### src/rtl/uart_pkg.sv
// uart_pkg: shared FSM encoding, frame constants and width helper for fifo_uart_tx.
package uart_pkg;
    typedef enum logic [2:0] {
        ST_IDLE,
        ST_FETCH,
        ST_START,
        ST_DATA,
        ST_PARITY,
        ST_STOP
    } state_t;

    localparam int FRAME_DATA_BITS = 8;

    function automatic int clog2(input int v);
        int r = 1;
        while ((1 << r) < v) r++;
        return r;
    endfunction
endpackage

### src/rtl/baud_tick.sv
// baud_tick: free-running 0..CLKS_PER_BIT-1 counter with synchronous clear, ticks on terminal count.
module baud_tick
    import uart_pkg::*;
#(
    parameter int CLKS_PER_BIT = 10
) (
    input  logic clk,
    input  logic rst_n,
    input  logic i_clr,
    output logic o_tick
);
    localparam int W = clog2(CLKS_PER_BIT);

    logic [W-1:0] r_cnt;

    assign o_tick = (r_cnt == W'(CLKS_PER_BIT - 1));

    always_ff @(posedge clk or negedge rst_n) begin
        if (!rst_n) r_cnt <= '0;
        else        r_cnt <= (i_clr || o_tick) ? '0 : r_cnt + 1'b1;
    end
endmodule

### src/rtl/fifo_uart_tx.sv
// fifo_uart_tx: pops bytes from a synchronous fifo and sends them as UART 8N1 frames, LSB first.
// Define FIFO_UART_TX_PARITY_EN to insert an even-parity bit between the data and stop bits.
module fifo_uart_tx
    import uart_pkg::*;
#(
    parameter int CLOCK_FREQ = 125_000_000,
    parameter int BAUD_RATE  = 115_200
) (
    input  logic        clk,
    input  logic        rst_n,
    input  logic        tx_en,
    input  logic        fifo_empty,
    input  logic [7:0]  fifo_dout,
    output logic        fifo_rd_en,
    output logic        serial_out,
    output logic        busy,
    output logic [15:0] bytes_sent
);
    localparam int CLKS_PER_BIT = CLOCK_FREQ / BAUD_RATE;
`ifdef FIFO_UART_TX_PARITY_EN
    localparam state_t AFTER_DATA = ST_PARITY;
`else
    localparam state_t AFTER_DATA = ST_STOP;
`endif

    state_t                     r_state, w_next;
    logic [FRAME_DATA_BITS-1:0] r_data;
    logic [2:0]                 r_idx, w_idx_next;
    logic [15:0]                r_sent;
    logic                       r_tx, w_tx_next, w_tick, w_clr;

    // Counter is held clear while idle and on every state change so each bit period starts fresh.
    assign w_clr = (r_state != w_next) || (r_state == ST_IDLE);

    baud_tick #(.CLKS_PER_BIT(CLKS_PER_BIT)) u_baud (
        .clk    (clk),
        .rst_n  (rst_n),
        .i_clr  (w_clr),
        .o_tick (w_tick)
    );

    always_comb begin
        w_next     = r_state;
        fifo_rd_en = 1'b0;
        case (r_state)
            ST_IDLE: begin
                fifo_rd_en = rst_n & tx_en & ~fifo_empty;
                w_next     = fifo_rd_en ? ST_FETCH : ST_IDLE;
            end
            ST_FETCH:  w_next = ST_START;
            ST_START:  w_next = w_tick ? ST_DATA : ST_START;
            ST_DATA:   w_next = (w_tick && r_idx == 3'(FRAME_DATA_BITS - 1)) ? AFTER_DATA : ST_DATA;
            ST_PARITY: w_next = w_tick ? ST_STOP : ST_PARITY;
            ST_STOP:   w_next = w_tick ? ST_IDLE : ST_STOP;
            default:   w_next = ST_IDLE;
        endcase
    end

    // Line level is derived from the next state so the registered output lines up with the state.
    assign w_idx_next = (r_state == ST_DATA) ? r_idx + 3'(w_tick) : 3'd0;
    assign w_tx_next  = (w_next == ST_START)  ? 1'b0 :
                        (w_next == ST_DATA)   ? r_data[w_idx_next] :
                        (w_next == ST_PARITY) ? ^r_data : 1'b1;

    always_ff @(posedge clk or negedge rst_n) begin
        if (!rst_n) begin
            r_state <= ST_IDLE;
            r_tx    <= 1'b1;
            r_idx   <= '0;
            r_data  <= '0;
            r_sent  <= '0;
        end else begin
            r_state <= w_next;
            r_tx    <= w_tx_next;
            r_idx   <= w_idx_next;
            if (r_state == ST_FETCH) r_data <= fifo_dout;
            if (r_state == ST_STOP && w_tick) r_sent <= r_sent + 16'd1;
        end
    end

    assign serial_out = r_tx;
    assign busy       = (r_state != ST_IDLE);
    assign bytes_sent = r_sent;
endmodule
### config.mk
export PLATFORM = sky130hd
export DESIGN_NAME = fifo_uart_tx
export DESIGN_NICKNAME = d
export VERILOG_FILES = /design/src/rtl/uart_pkg.sv /design/src/rtl/baud_tick.sv /design/src/rtl/fifo_uart_tx.sv
export SDC_FILE = /design/constraint.sdc
export NUM_CORES = 1
export LEC_CHECK = 0
export BUFFER_PORTS_ARGS = -buffer_cell sky130_fd_sc_hd__buf_2
export CELL_PAD_IN_SITES_DETAIL_PLACEMENT = 1
export CELL_PAD_IN_SITES_GLOBAL_PLACEMENT = 1
export CORE_MARGIN = 4
export CORE_UTILIZATION = 45
export CTS_CLUSTER_DIAMETER = 120
export DETAILED_ROUTE_END_ITERATION = 10
export GPL_TIMING_DRIVEN = 0
export PLACE_DENSITY_LB_ADDON = 0.1
export SYNTH_ARGS = -nofsm -noshare
export SYNTH_HDL_FRONTEND = slang
export SYNTH_SLANG_ARGS = --single-unit
### constraint.sdc
create_clock -name clk -period 2.9 [get_ports clk]
set_input_delay 0.145 -clock clk [delete_from_list [all_inputs] [get_ports clk]]
set_output_delay 0.145 -clock clk [all_outputs]
set_load 0.02 [all_outputs]
==> results.toml <==
[clock_network]
clock-sinks = 42
ctsResizeCount = 0
cts_setup_buffers = 0
cts_tree = "yes"
ctsHoldBuffers = 0
cts-root-buf = "clkbuf_8"
clk-insertion-delay-late_ns = 0.29
clk_pin_slew_ns = 0.08
cts_buffers = 5
cts_buffer_depth = 2
cts_htree_levels = 2

[power]
swShare_pct = 33.1
p_leak_nw = 1.24
powerDensity_nw_per_um2 = 714
sequentialPowerShare_pct = 45.9
switchingPower_w = 0.000602
p_int_w = 0.00121
power_frac_comb_pct = 29.1
ir_drop_v = 0.000425
p_clk_share_pct = 25.1

[cells_and_area]
fin_area_um2 = 2540
diodes = 0
fillers = 527
syn_to_final_growth_pct = 15.6
layout.nets = 255
drive_gt1_share_pct = 28.0

[critical_path]
critPathLaunchType = "register"
cp-end-kind = "register"
criticalPathCategory = "register to register"
required_ns = 3.10
cp.arrival_ns = 2.83
crit_path_max_fanout = 6

[logic_synthesis]
synth-edff-count = 0
synth.yosys.seq_area_share_pct = 47.8
synth-main-ff-cell = "dfrtp_1"
synth.most_common_cell = "dfrtp_1"
syn-instance-count = 201
async_reset_ff_share_pct = 100
ys_warn_count = 0
ys_ff_latch = 42
synth_top_area_share_pct = 46.6
syn_area_um2 = 2200
netlist-cell-type-count = 47
synth.avg_cell_area_um2 = 11.0
synth_area_leader_cell = "dfrtp_1"
synth_area_leaders = "dfrtp_1 (47%), xnor2_1 (6.4%), xor2_1 (6.4%)"
synthTopCellsByCount = "dfrtp_1 (41), nor2_1 (18), nand2_1 (16), xnor2_1 (16), xor2_1 (16)"
syn_nets = 218

[placement]
placed_cell_area_um2 = 2440
io_buffer_count = 30
place.gp.congestion = 0.867
dpl.hpwl_um = 3540

[die]
fp.coreArea_um2 = 4720
pin_count = 31
die_height_um = 78.0
start_util_pct = 46.6
rows = 25
die_w_um = 78.0
die_area_um2 = 6080

[sta]
setup_violations = 0
finalHoldViolations = 2
fin_crit_ns = 2.62
relSlewSlack_pct = 36.8
tightestPinTransition_ns = 0.948
skew_ns = 0.00462
whs_ns = -0.00545
fin_crit_sh_pct = 90.5
drv_slew = 0
grt_setup_unrepaired = "false"
tns_ns = 0
max_freq_mhz = 381

[detailed_routing]
vias_per_cell = 5.19
drt_wl_total_um = 4640
dr_total_vias = 1588
drt.antenna.violating_nets = 0
drcViolationCount = 0
wl_per_cell_um = 15.2
drtIter0Drc = 43
drt_first_pass_iters = 4

[global_route]
grt_pass1_vias = 1740
overflow = 0
grt_max_degree = 44
grt_antenna_before_repair = 0
grtUsageTotal_pct = 17.0
grt_pass1_wl_um = 8250

[job]
cap_violations = 0

[outcome]
status = "complete, but fails checks"
violations = "negative hold slack"

[min_path]
hp-class = "primary input to async pin"
## layout by cell type, fill, tap and decap left out, types with 2 or more instances in the layout
cell and instances:
dfrtp_1 41, buf_2 33, nor2_1 18, nand2_1 16, xor2_1 16, xnor2_1 16, inv_1 9, nand3_1 9
mux2_2 9, nand4_1 6, ha_1 5, clkbuf_8 5, and4_1 3, nor2b_1 3, and2_1 3, o21ai_0 3
or3_1 3, a21oi_1 3, and3_1 3, inv_2 2, nand2b_1 2, nand4_2 2, clkinv_2 2
## state kept, by name, indices dropped and copies added (netlist names)
name and count:
bytes_sent 16, r_data 8, r_idx 3, r_state 3
serial_out 1, u_baud.r_cnt 11
## worst max-delay path, stage by stage (launching register included)
cell and delay, ns:
dfrtp_1 0.45, inv_1 0.07, ha_1 0.19, and4bb_2 0.28
nand3_4 0.12, inv_2 0.06, ha_1 0.18, ha_1 0.21
xor2_1 0.18, nand2_1 0.08, nand2_1 0.06, a2111oi_0 0.51
o32ai_1 0.14
## cell families after synthesis
kind of cell / Yosys count / synth area share, %
xor+xnor: 32 / 12.7
fa+ha+maj: 5 / 2.84
mux: 10 / 5.06
simple gates: 83 / 23.3
buf+inv: 15 / 3.07
flops: 42 / 47.8
compound gates: 14 / 5.23
## area by class of cell
type                    count  area (um^2)  area share [%]
multi-input cells         144         1080            42.5
flip-flops and latches     42         1050            41.3
repair buffers             30          150            5.90
well taps                  67         83.8            3.29
clock buffers               5         68.8            2.70
inverters                  11         41.3            1.62
clock inverters             3         40.0            1.57
plain buffers               4         26.3            1.03
## per-stage QoR
step | setup WS (ns) | std cells | power (W) | util [%] | hold slack, ns
2_1_floorplan | 0.648 | 201 | 0.00123 | - | -0.151
3_3_place_gp | 0.293 | 298 | 0.00135 | 51.6 | 0.322
3_5_place_dp | 0.255 | 298 | 0.00138 | 51.6 | 0.349
4_1_cts | 0.237 | 306 | 0.00185 | 53.9 | 0.0274
5_1_grt | 0.0597 | 306 | 0.00195 | 53.9 | 0.0728
6_report | 0.277 | 306 | 0.00182 | 53.9 | -0.00545
## power groups by stage
stage | combinational, W | clock [W] | sequential [W]
2_1_floorplan | 0.000417 | 0 | 0.000815
3_3_place_gp | 0.000512 | 0 | 0.000835
3_5_place_dp | 0.000534 | 0 | 0.000847
4_1_cts | 0.000539 | 0.000471 | 0.000837
5_1_grt | 0.000597 | 0.000495 | 0.000858
6_report | 0.000528 | 0.000456 | 0.000833
## routing by layer
metal  vias up  track usage (%)  routed length [um]
met5         -                0                   0
met4         0             4.55                  38
met3         5             3.48                 134
met2        18             30.4                2430
met1       798             20.8                2040
li1        767                -                   -
## path summary, 6_finish.rpt
path / depth (start not counted) / end / startpoint / slack [ns]
max in group asynchronous: 1 / u_baud.r_cnt[6] / rst_n / 2.32
worst min-delay path: 1 / u_baud.r_cnt[9] / rst_n / -0.005
min in group clk: 2 / r_data[4] / fifo_dout[4] / 0.08
worst max-delay path: 12 / serial_out / u_baud.r_cnt[0] / 0.28
worst max register to register: 12 / serial_out / u_baud.r_cnt[0] / 0.28
worst min register to register: 1 / bytes_sent[15] / bytes_sent[15] / 0.48
No activity file was read; power rests on OpenSTA's default activity.
